<file path="src/rtl/nbody_pkg.sv">
// Shared constants and FSM state type for the N-body pair scheduler.
package nbody_pkg;

    localparam int MAX_BODIES   = 512;
    localparam int IDX_W        = 9;
    localparam int PIPE_LATENCY = 122;

    typedef enum logic [2:0] {
        IDLE   = 3'd0,
        FORCE  = 3'd1,
        DRAIN  = 3'd2,
        UPDATE = 3'd3,
        FIN    = 3'd4
    } state_t;

endpackage

</file>
<file path="src/rtl/nbody_pair_scheduler_if.sv">
// Force-pipeline issue/result and integrator handshakes of the pair scheduler.
interface nbody_pair_scheduler_if #(
    parameter int IDX_W = nbody_pkg::IDX_W
);
    logic             issue_valid;
    logic             issue_ready;
    logic [IDX_W-1:0] issue_i;
    logic [IDX_W-1:0] issue_j;
    logic             issue_last;
    logic             result_valid;
    logic             upd_valid;
    logic             upd_ready;
    logic [IDX_W-1:0] upd_idx;

    modport master (
        output issue_valid, issue_i, issue_j, issue_last, upd_valid, upd_idx,
        input  issue_ready, result_valid, upd_ready
    );

    modport slave (
        input  issue_valid, issue_i, issue_j, issue_last, upd_valid, upd_idx,
        output issue_ready, result_valid, upd_ready
    );
endinterface

</file>
<file path="src/rtl/nbody_pair_counter.sv">
// (i,j) pair generator: j fastest, i outer, diagonal skipped, last-j flag per row.
module nbody_pair_counter #(
    parameter int IDX_W = nbody_pkg::IDX_W
) (
    input  logic             clk,
    input  logic             rst,
    input  logic             clear,
    input  logic             advance,
    input  logic [IDX_W:0]   n_bodies,
    output logic [IDX_W-1:0] i,
    output logic [IDX_W-1:0] j,
    output logic             last,
    output logic             final_pair
);
    logic [IDX_W-1:0] i_r;
    logic [IDX_W-1:0] j_r;
    logic [IDX_W-1:0] i_next_s;
    logic [IDX_W-1:0] j_next_s;
    logic [IDX_W:0]   n_m1_s;
    logic [IDX_W:0]   n_m2_s;
    logic             last_s;
    logic             final_s;

    assign n_m1_s  = n_bodies - (IDX_W+1)'(1);
    assign n_m2_s  = n_bodies - (IDX_W+1)'(2);
    // The last row ends one early because its diagonal element is the final j.
    assign final_s = ({1'b0, i_r} == n_m1_s) && ({1'b0, j_r} == n_m2_s);
    assign last_s  = ({1'b0, j_r} == n_m1_s) || final_s;

    // Next pair: wrap to the next row on last, otherwise step j over the diagonal.
    always_comb begin
        i_next_s = i_r;
        j_next_s = j_r;
        if (clear) begin
            i_next_s = '0;
            j_next_s = IDX_W'(1);
        end else if (advance) begin
            if (last_s) begin
                i_next_s = i_r + IDX_W'(1);
                j_next_s = '0;
            end else if ((j_r + IDX_W'(1)) == i_r) begin
                j_next_s = j_r + IDX_W'(2);
            end else begin
                j_next_s = j_r + IDX_W'(1);
            end
        end else begin
            i_next_s = i_r;
            j_next_s = j_r;
        end
    end

    // Pair index registers.
    always_ff @(posedge clk) begin
        if (rst) begin
            i_r <= '0;
            j_r <= '0;
        end else begin
            i_r <= i_next_s;
            j_r <= j_next_s;
        end
    end

    assign i          = i_r;
    assign j          = j_r;
    assign last       = last_s;
    assign final_pair = final_s;
endmodule

</file>
<file path="src/rtl/nbody_pair_scheduler.sv">
// Schedules all-pairs force evaluation, pipeline drain and per-body integration over multiple timesteps.
module nbody_pair_scheduler #(
    parameter int MAX_BODIES = nbody_pkg::MAX_BODIES,
    parameter int IDX_W      = nbody_pkg::IDX_W,
    parameter int STEP_W     = 32
) (
    input  logic                clk,
    input  logic                rst,
    input  logic                start,
    input  logic [IDX_W:0]      n_bodies,
    input  logic [STEP_W-1:0]   steps,
    output logic                busy,
    output logic                done,
    output logic [STEP_W-1:0]   step_count,
    output logic                err,
    nbody_pair_scheduler_if.master bus
);
    import nbody_pkg::*;

    state_t             state_r;
    state_t             state_next_s;
    logic [IDX_W:0]     n_r;
    logic [STEP_W-1:0]  steps_r;
    logic [STEP_W-1:0]  step_count_r;
    logic [STEP_W-1:0]  step_inc_s;
    logic [2*IDX_W-1:0] out_r;
    logic [2*IDX_W-1:0] out_next_s;
    logic [IDX_W-1:0]   upd_idx_r;
    logic [IDX_W:0]     n_sat_s;
    logic [IDX_W:0]     n_m1_s;
    logic               busy_r;
    logic               done_r;
    logic               err_r;
    logic               issue_valid_r;
    logic               upd_valid_r;
    logic               issue_fire_s;
    logic               upd_fire_s;
    logic               res_ok_s;
    logic               spurious_s;
    logic               start_ok_s;
    logic               step_end_s;
    logic               pair_clear_s;
    logic [IDX_W-1:0]   pair_i_s;
    logic [IDX_W-1:0]   pair_j_s;
    logic               pair_last_s;
    logic               pair_final_s;

    // Counts above the supported maximum are clamped rather than running off the index range.
    assign n_sat_s      = (n_bodies > (IDX_W+1)'(MAX_BODIES)) ? (IDX_W+1)'(MAX_BODIES) : n_bodies;
    assign n_m1_s       = n_r - (IDX_W+1)'(1);
    assign issue_fire_s = issue_valid_r & bus.issue_ready;
    assign upd_fire_s   = upd_valid_r & bus.upd_ready;
    assign res_ok_s     = bus.result_valid & (out_r != '0);
    assign spurious_s   = bus.result_valid & (out_r == '0);
    assign start_ok_s   = start & ((state_r == IDLE) | (state_r == FIN));
    assign step_end_s   = upd_fire_s & ({1'b0, upd_idx_r} == n_m1_s);
    assign step_inc_s   = step_count_r + STEP_W'(1);

    nbody_pair_counter #(.IDX_W(IDX_W)) u_pair_counter (
        .clk        (clk),
        .rst        (rst),
        .clear      (pair_clear_s),
        .advance    (issue_fire_s),
        .n_bodies   (n_r),
        .i          (pair_i_s),
        .j          (pair_j_s),
        .last       (pair_last_s),
        .final_pair (pair_final_s)
    );

    // Next-state logic; a single body has no pairs so it goes straight to integration.
    always_comb begin
        state_next_s = state_r;
        pair_clear_s = 1'b0;
        case (state_r)
            IDLE, FIN: begin
                if (start) begin
                    pair_clear_s = 1'b1;
                    if ((n_sat_s == '0) || (steps == '0)) begin
                        state_next_s = FIN;
                    end else if (n_sat_s == (IDX_W+1)'(1)) begin
                        state_next_s = UPDATE;
                    end else begin
                        state_next_s = FORCE;
                    end
                end else begin
                    state_next_s = state_r;
                end
            end
            FORCE: begin
                if (issue_fire_s && pair_final_s) begin
                    state_next_s = DRAIN;
                end else begin
                    state_next_s = FORCE;
                end
            end
            DRAIN: begin
                if (out_r == '0) begin
                    state_next_s = UPDATE;
                end else begin
                    state_next_s = DRAIN;
                end
            end
            UPDATE: begin
                if (step_end_s) begin
                    if (step_inc_s == steps_r) begin
                        state_next_s = FIN;
                    end else begin
                        pair_clear_s = 1'b1;
                        state_next_s = (n_r == (IDX_W+1)'(1)) ? UPDATE : FORCE;
                    end
                end else begin
                    state_next_s = UPDATE;
                end
            end
            default: begin
                state_next_s = IDLE;
            end
        endcase
    end

    // In-flight pair count; a simultaneous issue and return cancel out.
    always_comb begin
        case ({issue_fire_s, res_ok_s})
            2'b10:   out_next_s = out_r + (2*IDX_W)'(1);
            2'b01:   out_next_s = out_r - (2*IDX_W)'(1);
            default: out_next_s = out_r;
        endcase
    end

    // State, outputs decoded one cycle ahead from the next state, and run bookkeeping.
    always_ff @(posedge clk) begin
        if (rst) begin
            state_r       <= IDLE;
            busy_r        <= 1'b0;
            done_r        <= 1'b0;
            err_r         <= 1'b0;
            issue_valid_r <= 1'b0;
            upd_valid_r   <= 1'b0;
            n_r           <= '0;
            steps_r       <= '0;
            step_count_r  <= '0;
            out_r         <= '0;
            upd_idx_r     <= '0;
        end else begin
            state_r       <= state_next_s;
            busy_r        <= (state_next_s == FORCE) | (state_next_s == DRAIN) | (state_next_s == UPDATE);
            done_r        <= (state_next_s == FIN);
            issue_valid_r <= (state_next_s == FORCE);
            upd_valid_r   <= (state_next_s == UPDATE);
            err_r         <= start_ok_s ? 1'b0 : (err_r | spurious_s);
            out_r         <= out_next_s;
            if (start_ok_s) begin
                n_r          <= n_sat_s;
                steps_r      <= steps;
                step_count_r <= '0;
            end else if (step_end_s) begin
                step_count_r <= step_inc_s;
            end else begin
                step_count_r <= step_count_r;
            end
            if (upd_fire_s) begin
                upd_idx_r <= step_end_s ? '0 : (upd_idx_r + IDX_W'(1));
            end else begin
                upd_idx_r <= upd_idx_r;
            end
        end
    end

    assign busy            = busy_r;
    assign done            = done_r;
    assign err             = err_r;
    assign step_count      = step_count_r;
    assign bus.issue_valid = issue_valid_r;
    assign bus.issue_i     = pair_i_s;
    assign bus.issue_j     = pair_j_s;
    assign bus.issue_last  = pair_last_s;
    assign bus.upd_valid   = upd_valid_r;
    assign bus.upd_idx     = upd_idx_r;
endmodule
</file>
<file path="src/flat_wrapper.sv">
// flat-port wrapper written by rule: the top's interface ports become plain ports
module nbody_pair_scheduler_flat import nbody_pkg::*;
#(
    parameter int MAX_BODIES = nbody_pkg::MAX_BODIES,
    parameter int IDX_W      = nbody_pkg::IDX_W,
    parameter int STEP_W     = 32
)
  (clk, rst, start, n_bodies, steps, busy, done, step_count, err, bus_issue_valid, bus_issue_i, bus_issue_j, bus_issue_last, bus_upd_valid, bus_upd_idx, bus_issue_ready, bus_result_valid, bus_upd_ready);
  nbody_pair_scheduler_if #(.IDX_W(IDX_W)) bus_i ();
  input  logic clk;
  input  logic rst;
  input  logic start;
  input  logic [IDX_W:0] n_bodies;
  input  logic [STEP_W-1:0] steps;
  output logic busy;
  output logic done;
  output logic [STEP_W-1:0] step_count;
  output logic err;
  output wire logic [$bits(bus_i.issue_valid)-1:0] bus_issue_valid;
  output wire logic [$bits(bus_i.issue_i)-1:0] bus_issue_i;
  output wire logic [$bits(bus_i.issue_j)-1:0] bus_issue_j;
  output wire logic [$bits(bus_i.issue_last)-1:0] bus_issue_last;
  output wire logic [$bits(bus_i.upd_valid)-1:0] bus_upd_valid;
  output wire logic [$bits(bus_i.upd_idx)-1:0] bus_upd_idx;
  input wire logic [$bits(bus_i.issue_ready)-1:0] bus_issue_ready;
  input wire logic [$bits(bus_i.result_valid)-1:0] bus_result_valid;
  input wire logic [$bits(bus_i.upd_ready)-1:0] bus_upd_ready;
  assign bus_issue_valid = bus_i.issue_valid;
  assign bus_issue_i = bus_i.issue_i;
  assign bus_issue_j = bus_i.issue_j;
  assign bus_issue_last = bus_i.issue_last;
  assign bus_upd_valid = bus_i.upd_valid;
  assign bus_upd_idx = bus_i.upd_idx;
  assign bus_i.issue_ready = bus_issue_ready;
  assign bus_i.result_valid = bus_result_valid;
  assign bus_i.upd_ready = bus_upd_ready;
  nbody_pair_scheduler #(.MAX_BODIES(MAX_BODIES), .IDX_W(IDX_W), .STEP_W(STEP_W)) u_core (.clk(clk), .rst(rst), .start(start), .n_bodies(n_bodies), .steps(steps), .busy(busy), .done(done), .step_count(step_count), .err(err), .bus(bus_i));
endmodule
</file>
<file path="config.mk">
export PLATFORM = sky130hd
export DESIGN_NAME = nbody_pair_scheduler_flat
export DESIGN_NICKNAME = d
export VERILOG_FILES = /design/src/rtl/nbody_pkg.sv /design/src/rtl/nbody_pair_scheduler_if.sv /design/src/rtl/nbody_pair_counter.sv /design/src/rtl/nbody_pair_scheduler.sv /design/src/flat_wrapper.sv
export SDC_FILE = /design/constraint.sdc
export NUM_CORES = 1
export LEC_CHECK = 0
export CORE_UTILIZATION = 40
export CTS_BUF_LIST = sky130_fd_sc_hd__clkbuf_4 sky130_fd_sc_hd__clkbuf_8
export CTS_CLUSTER_SIZE = 16
export DETAILED_ROUTE_END_ITERATION = 16
export SLEW_MARGIN = 15
export SYNTH_ARGS = -nofsm -noshare
export SYNTH_HDL_FRONTEND = slang
export SYNTH_SLANG_ARGS = --single-unit
</file>
<file path="constraint.sdc">
create_clock -name clk -period 4.9 [get_ports clk]
set_clock_uncertainty 0.05 [all_clocks]
set_input_delay 0.98 -clock clk [delete_from_list [all_inputs] [get_ports clk]]
set_output_delay 0.98 -clock clk [all_outputs]
set_load 0.03 [all_outputs]
</file>
==> impl_results.html <==
<table>
<tr><th>Metric</th><th>Value</th></tr>
<tr><th colspan="2">Status</th></tr>
<tr><td>Outcome</td><td>complete, no violations</td></tr>
<tr><th colspan="2">CTS</th></tr>
<tr><td>Cell chosen for the clock root</td><td>sky130_fd_sc_hd__clkbuf_8</td></tr>
<tr><td>Clock-pin slew reported for the worst setup and hold paths after clock tree synthesis</td><td>0.07 ns</td></tr>
<tr><td>Worst skew pair latency</td><td>0.45 ns</td></tr>
<tr><td>CTS Sinks</td><td>127</td></tr>
<tr><td>TritonCTS clock tree</td><td>done</td></tr>
<tr><td>Hold-fix buffer count after cts</td><td>0</td></tr>
<tr><td>H-tree levels</td><td>4</td></tr>
<tr><td>Maximum number of buffers from clock root to sink</td><td>2</td></tr>
<tr><td>TritonCTS Buffers</td><td>17</td></tr>
<tr><td>Setup repair bufs after CTS</td><td>0</td></tr>
<tr><th colspan="2">Logic synthesis</th></tr>
<tr><td>Cell area after technology mapping</td><td>8660 um2</td></tr>
<tr><td>Leading post-synthesis cells by instance count</td><td>160 x sky130_fd_sc_hd__nand2_1, 127 x sky130_fd_sc_hd__dfxtp_1, 106 x sky130_fd_sc_hd__nor2_1</td></tr>
<tr><td>Post-synth ARST share</td><td>0</td></tr>
<tr><td>Main combinational cell family by area after synthesis</td><td>simple AND/OR/NAND/NOR gates</td></tr>
<tr><td>Sequential-to-total area share from yosys stat</td><td>0.293</td></tr>
<tr><td>Adder-cell share of the synthesized area</td><td>0.0384</td></tr>
<tr><td>Yosys reg bits</td><td>~130</td></tr>
<tr><td>Cell taking the most area after synthesis</td><td>sky130_fd_sc_hd__dfxtp_1</td></tr>
<tr><td>YS warnings</td><td>0</td></tr>
<tr><td>Synthesized-area fraction occupied by xor and xnor cells</td><td>0.149</td></tr>
<tr><td>Post-synthesis cell type count</td><td>slightly above 80</td></tr>
<tr><td>Gate count after technology mapping</td><td>1124</td></tr>
<tr><td>Most used flip-flop cell after synthesis</td><td>sky130_fd_sc_hd__dfxtp_1</td></tr>
<tr><td>Area fraction in and, or, nand and nor cells after synthesis</td><td>0.308</td></tr>
<tr><td>Mean cell area of the mapped netlist</td><td>7.71 um2</td></tr>
<tr><td>Post-synthesis mux area share</td><td>0.0117</td></tr>
<tr><td>Cells taking the most area after synthesis</td><td>sky130_fd_sc_hd__dfxtp_1 29%, sky130_fd_sc_hd__xor2_1 7.6%, sky130_fd_sc_hd__nand2_1 6.9%, sky130_fd_sc_hd__xnor2_1 6.8%, sky130_fd_sc_hd__a21oi_1 4.9%</td></tr>
<tr><td>Area fraction in compound gates after synthesis</td><td>0.148</td></tr>
<tr><td>EDFF count, synth</td><td>0</td></tr>
<tr><td>Most instantiated library cell after synthesis</td><td>sky130_fd_sc_hd__nand2_1</td></tr>
<tr><td>Fraction of post-synthesis cell area in the top cell type by area</td><td>0.293</td></tr>
<tr><td>Synthesized Nets</td><td>1198</td></tr>
<tr><th colspan="2">Setup path</th></tr>
<tr><td>Startpoint Class</td><td>flip-flop</td></tr>
<tr><td>Maximum single-stage delay on the critical path</td><td>0.61 ns</td></tr>
<tr><td>Number of cell instances on the worst register-to-register path</td><td>15</td></tr>
<tr><td>Crit path capture type</td><td>output port</td></tr>
<tr><td>Launching instance or port of the critical path</td><td>u_core.n_r[1]$_SDFFE_PP0P_</td></tr>
<tr><td>Critical path arrival</td><td>around 3.3 ns</td></tr>
<tr><td>Number of buffer and inverter stages on the critical path</td><td>3</td></tr>
<tr><td>Top cell family by delay on the critical path</td><td>simple AND/OR/NAND/NOR gates</td></tr>
<tr><td>Critical Path RT</td><td>roughly 3.9 ns</td></tr>
<tr><td>Stages on worst setup path</td><td>10</td></tr>
<tr><td>Worst-path maximum fanout</td><td>9</td></tr>
<tr><td>List of cells traversed by the critical path</td><td>inv_1 -&gt; ha_2 -&gt; or4b_2 -&gt; nor2_1 -&gt; xnor2_1 -&gt; o2111ai_1 -&gt; nor4_2 -&gt; nor2_1 -&gt; inv_1 -&gt; dlymetal6s2s_1</td></tr>
<tr><td>Reg-to-Reg Start</td><td>u_core.out_r[6]$_SDFFE_PP0P_</td></tr>
<tr><td>Critical path's slowest cell</td><td>sky130_fd_sc_hd__or4b_2</td></tr>
<tr><td>Critical path class</td><td>flip-flop to output port</td></tr>
<tr><th colspan="2">STA</th></tr>
<tr><td>Timing-limited maximum frequency</td><td>~0.23 GHz</td></tr>
<tr><td>Max Slew Vio Count</td><td>0</td></tr>
<tr><td>Finish-stage setup viols</td><td>0</td></tr>
<tr><td>Time the final worst path needs with I/O delays and setup</td><td>about 4.3 ns</td></tr>
<tr><td>Setup Total Neg Slack</td><td>0 ns</td></tr>
<tr><td>Remaining max-slew budget at the tightest pin</td><td>0.404</td></tr>
<tr><td>Final worst-path setup slack</td><td>slightly below 0.6 ns</td></tr>
<tr><td>Post-route worst hold slack</td><td>0.421 ns</td></tr>
<tr><td>Share of the clock period used by the worst path</td><td>0.882</td></tr>
<tr><td>Unrepaired setup endpoints after global routing</td><td>no</td></tr>
<tr><td>Hold violation count in the final report</td><td>0</td></tr>
<tr><td>Worst Tran Pin Value</td><td>between 0.8 and 0.9 ns</td></tr>
<tr><th colspan="2">Global route</th></tr>
<tr><td>Vias in the first global route</td><td>slightly below 8k</td></tr>
<tr><td>Global-route wire length before repair</td><td>41400 um</td></tr>
<tr><td>Initial antenna violation count</td><td>1</td></tr>
<tr><td>GR Util All Layers</td><td>0.236</td></tr>
<tr><td>GRT Residual Overflow</td><td>0</td></tr>
<tr><td>Maximum number of pins on one net before global-route repair</td><td>38</td></tr>
<tr><th colspan="2">Final layout</th></tr>
<tr><td>Fin util</td><td>0.489</td></tr>
<tr><td>Number of nets at the end of the flow</td><td>~1.3k</td></tr>
<tr><td>Post-synthesis to final-layout area growth</td><td>19.5%</td></tr>
<tr><td>Fraction of final layout cells with drive strength greater than 1</td><td>0.0734</td></tr>
<tr><td>Post-Layout Inst Area</td><td>10400 um2</td></tr>
<tr><td>Fin cells</td><td>1487</td></tr>
<tr><td>Final antenna diode count</td><td>0</td></tr>
<tr><th colspan="2">Placement</th></tr>
<tr><td>Count of placed standard cells including taps</td><td>1456</td></tr>
<tr><td>Post-detailed-placement half-perimeter wirelength</td><td>19000 um</td></tr>
<tr><td>Placed instance area</td><td>9920 um2</td></tr>
<tr><td>Pre-CTS setup slack</td><td>~0.47 ns</td></tr>
<tr><td>GPL Wtd Cong</td><td>0.911</td></tr>
<tr><td>Buffers added on ports</td><td>112</td></tr>
<tr><th colspan="2">Route</th></tr>
<tr><td>Aggregate routed wire length</td><td>25800 um</td></tr>
<tr><td>Via count of the routed design</td><td>approximately 8.4k</td></tr>
<tr><td>DRT iter0 DRCs</td><td>555</td></tr>
<tr><td>Remaining routing DRC violations</td><td>0</td></tr>
<tr><td>Antenna violation net count after detailed routing</td><td>0</td></tr>
<tr><td>Detailed-route wire length per cell</td><td>around 17 um</td></tr>
<tr><td>Via count normalized by instance count</td><td>5.64</td></tr>
<tr><td>Length of the first detailed-routing pass in iterations</td><td>5</td></tr>
<tr><th colspan="2">Floorplan</th></tr>
<tr><td>Vertical die dimension</td><td>149 um</td></tr>
<tr><td>Core Area</td><td>21200 um2</td></tr>
<tr><td>Horiz. Die Dim</td><td>around 150 um</td></tr>
<tr><td>Number of standard-cell rows in the floorplan</td><td>53</td></tr>
<tr><td>Initial core utilization</td><td>0.410</td></tr>
<tr><td>Full die area</td><td>22300 um2</td></tr>
<tr><td>I/O pin cnt</td><td>113</td></tr>
<tr><th colspan="2">Power and ir drop</th></tr>
<tr><td>Power Dens Cells</td><td>324 nW/um2</td></tr>
<tr><td>Maximum ir drop on the vdd rail</td><td>0.336 mV</td></tr>
<tr><td>Total power draw</td><td>about 3.4 mW</td></tr>
<tr><td>Cell leakage power</td><td>around 3.8 nW</td></tr>
<tr><th colspan="2">Worst hold path</th></tr>
<tr><td>Startpoint of the worst hold path</td><td>u_core.steps_r[20]$_SDFFE_PP0P_</td></tr>
<tr><td>Hold Path Stages</td><td>2</td></tr>
<tr><td>Type of the worst min-delay path</td><td>flip-flop to flip-flop</td></tr>
<tr><th colspan="2">Job</th></tr>
<tr><td>Max-cap violations</td><td>0</td></tr>
</table>
worst register-to-register path, cell delays in order, from the launching register on:
cell and delay [ns]:
sky130_fd_sc_hd__dfxtp_1 0.33, sky130_fd_sc_hd__or4_1 0.55, sky130_fd_sc_hd__nor4_1 0.24, sky130_fd_sc_hd__buf_4 0.17, sky130_fd_sc_hd__nor2b_1 0.05, sky130_fd_sc_hd__ha_1 0.30
sky130_fd_sc_hd__ha_1 0.38, sky130_fd_sc_hd__nor2b_1 0.17, sky130_fd_sc_hd__o31a_1 0.27, sky130_fd_sc_hd__o211ai_1 0.20, sky130_fd_sc_hd__a21oi_1 0.12, sky130_fd_sc_hd__o31ai_1 0.53
sky130_fd_sc_hd__o311ai_0 0.25, sky130_fd_sc_hd__xnor2_1 0.17, sky130_fd_sc_hd__o21a_1 0.17, sky130_fd_sc_hd__nor2_1 0.08
flip-flops by register name, summed over array words and instances (netlist names), 3 cells and up:
signal,flops
u_core.steps_r,32
u_core.bus.upd_idx,9
u_core.n_r,10
u_core.step_count,32
u_core.state_r,3
u_core.u_pair_counter.i,9
u_core.u_pair_counter.j,9
u_core.out_r,18
layout make-up:
cell class	count	area, um2
Clock buffer	22	290
Clock inverter	9	133
Fill cell	2080	10800
Inverter	20	75.1
Multi-Input combinational cell	901	5690
Sequential cell	127	2540
Tap cell	275	344
Timing Repair Buffer	133	1280
worst paths after layout:
check / to / slack [ns]
worst min register to register: u_core.steps_r[20]$_SDFFE_PP0P_ / 0.42
worst max register to register: u_core.out_r[16]$_SDFFE_PP0P_ / 0.80
worst max-delay path: bus_issue_last / 0.58
worst min-delay path: u_core.steps_r[20]$_SDFFE_PP0P_ / 0.42
report_power, final:
part	internal, mW	switching [mW]	total, mW
Sequential	1.13	0.0992	1.23
Combinational	0.521	0.622	1.14
Clock	0.553	0.432	0.985
repair_timing:
action                                  4_1_cts  5_1_grt
endpoints found under the hold margin         0        0
gates resized for setup                       0        3
endpoints found under the setup margin        0        1
placed cells by master, fill, tap and decap left out, types with 4 or more instances in the layout:
cell,instances
sky130_fd_sc_hd__a211o_1,6
sky130_fd_sc_hd__a211oi_1,4
sky130_fd_sc_hd__a21o_1,7
sky130_fd_sc_hd__a21oi_1,84
sky130_fd_sc_hd__a22o_1,4
sky130_fd_sc_hd__a31oi_1,10
sky130_fd_sc_hd__and2_1,13
sky130_fd_sc_hd__and3_1,21
sky130_fd_sc_hd__and4_1,12
sky130_fd_sc_hd__buf_4,21
sky130_fd_sc_hd__clkbuf_8,20
sky130_fd_sc_hd__clkdlybuf4s50_1,110
sky130_fd_sc_hd__dfxtp_1,127
sky130_fd_sc_hd__ha_1,24
sky130_fd_sc_hd__inv_1,20
sky130_fd_sc_hd__mux2i_1,9
sky130_fd_sc_hd__nand2_1,160
sky130_fd_sc_hd__nand2b_1,8
sky130_fd_sc_hd__nand3_1,43
sky130_fd_sc_hd__nand4_1,32
sky130_fd_sc_hd__nor2_1,106
sky130_fd_sc_hd__nor2_2,9
sky130_fd_sc_hd__nor2b_1,7
sky130_fd_sc_hd__nor3_1,26
sky130_fd_sc_hd__nor3b_1,8
sky130_fd_sc_hd__nor4_1,31
sky130_fd_sc_hd__nor4b_1,4
sky130_fd_sc_hd__o211ai_1,5
sky130_fd_sc_hd__o21a_1,6
sky130_fd_sc_hd__o21ai_0,30
sky130_fd_sc_hd__o22ai_1,6
sky130_fd_sc_hd__o31a_1,4
sky130_fd_sc_hd__or2_2,4
sky130_fd_sc_hd__or3_1,8
sky130_fd_sc_hd__or4b_2,4
sky130_fd_sc_hd__xnor2_1,67
sky130_fd_sc_hd__xor2_1,75
kinds of logic after synthesis:
kind of cell | after synthesis
simple gates | 520
compound gates | 201
flops | 127
xor+xnor | 144
mux | 10
fa+ha+maj | 26
buf+inv | 96
routing by layer:
metal  up-vias  part of all wire  track usage
li1       4122                 -            -
met5         -           0.00043            0
met3        45             0.055       0.0361
met4         2             0.024       0.0872
met2       275              0.45        0.375
met1      3949              0.47        0.321
Note: power is estimated with default switching activity, not from simulation.
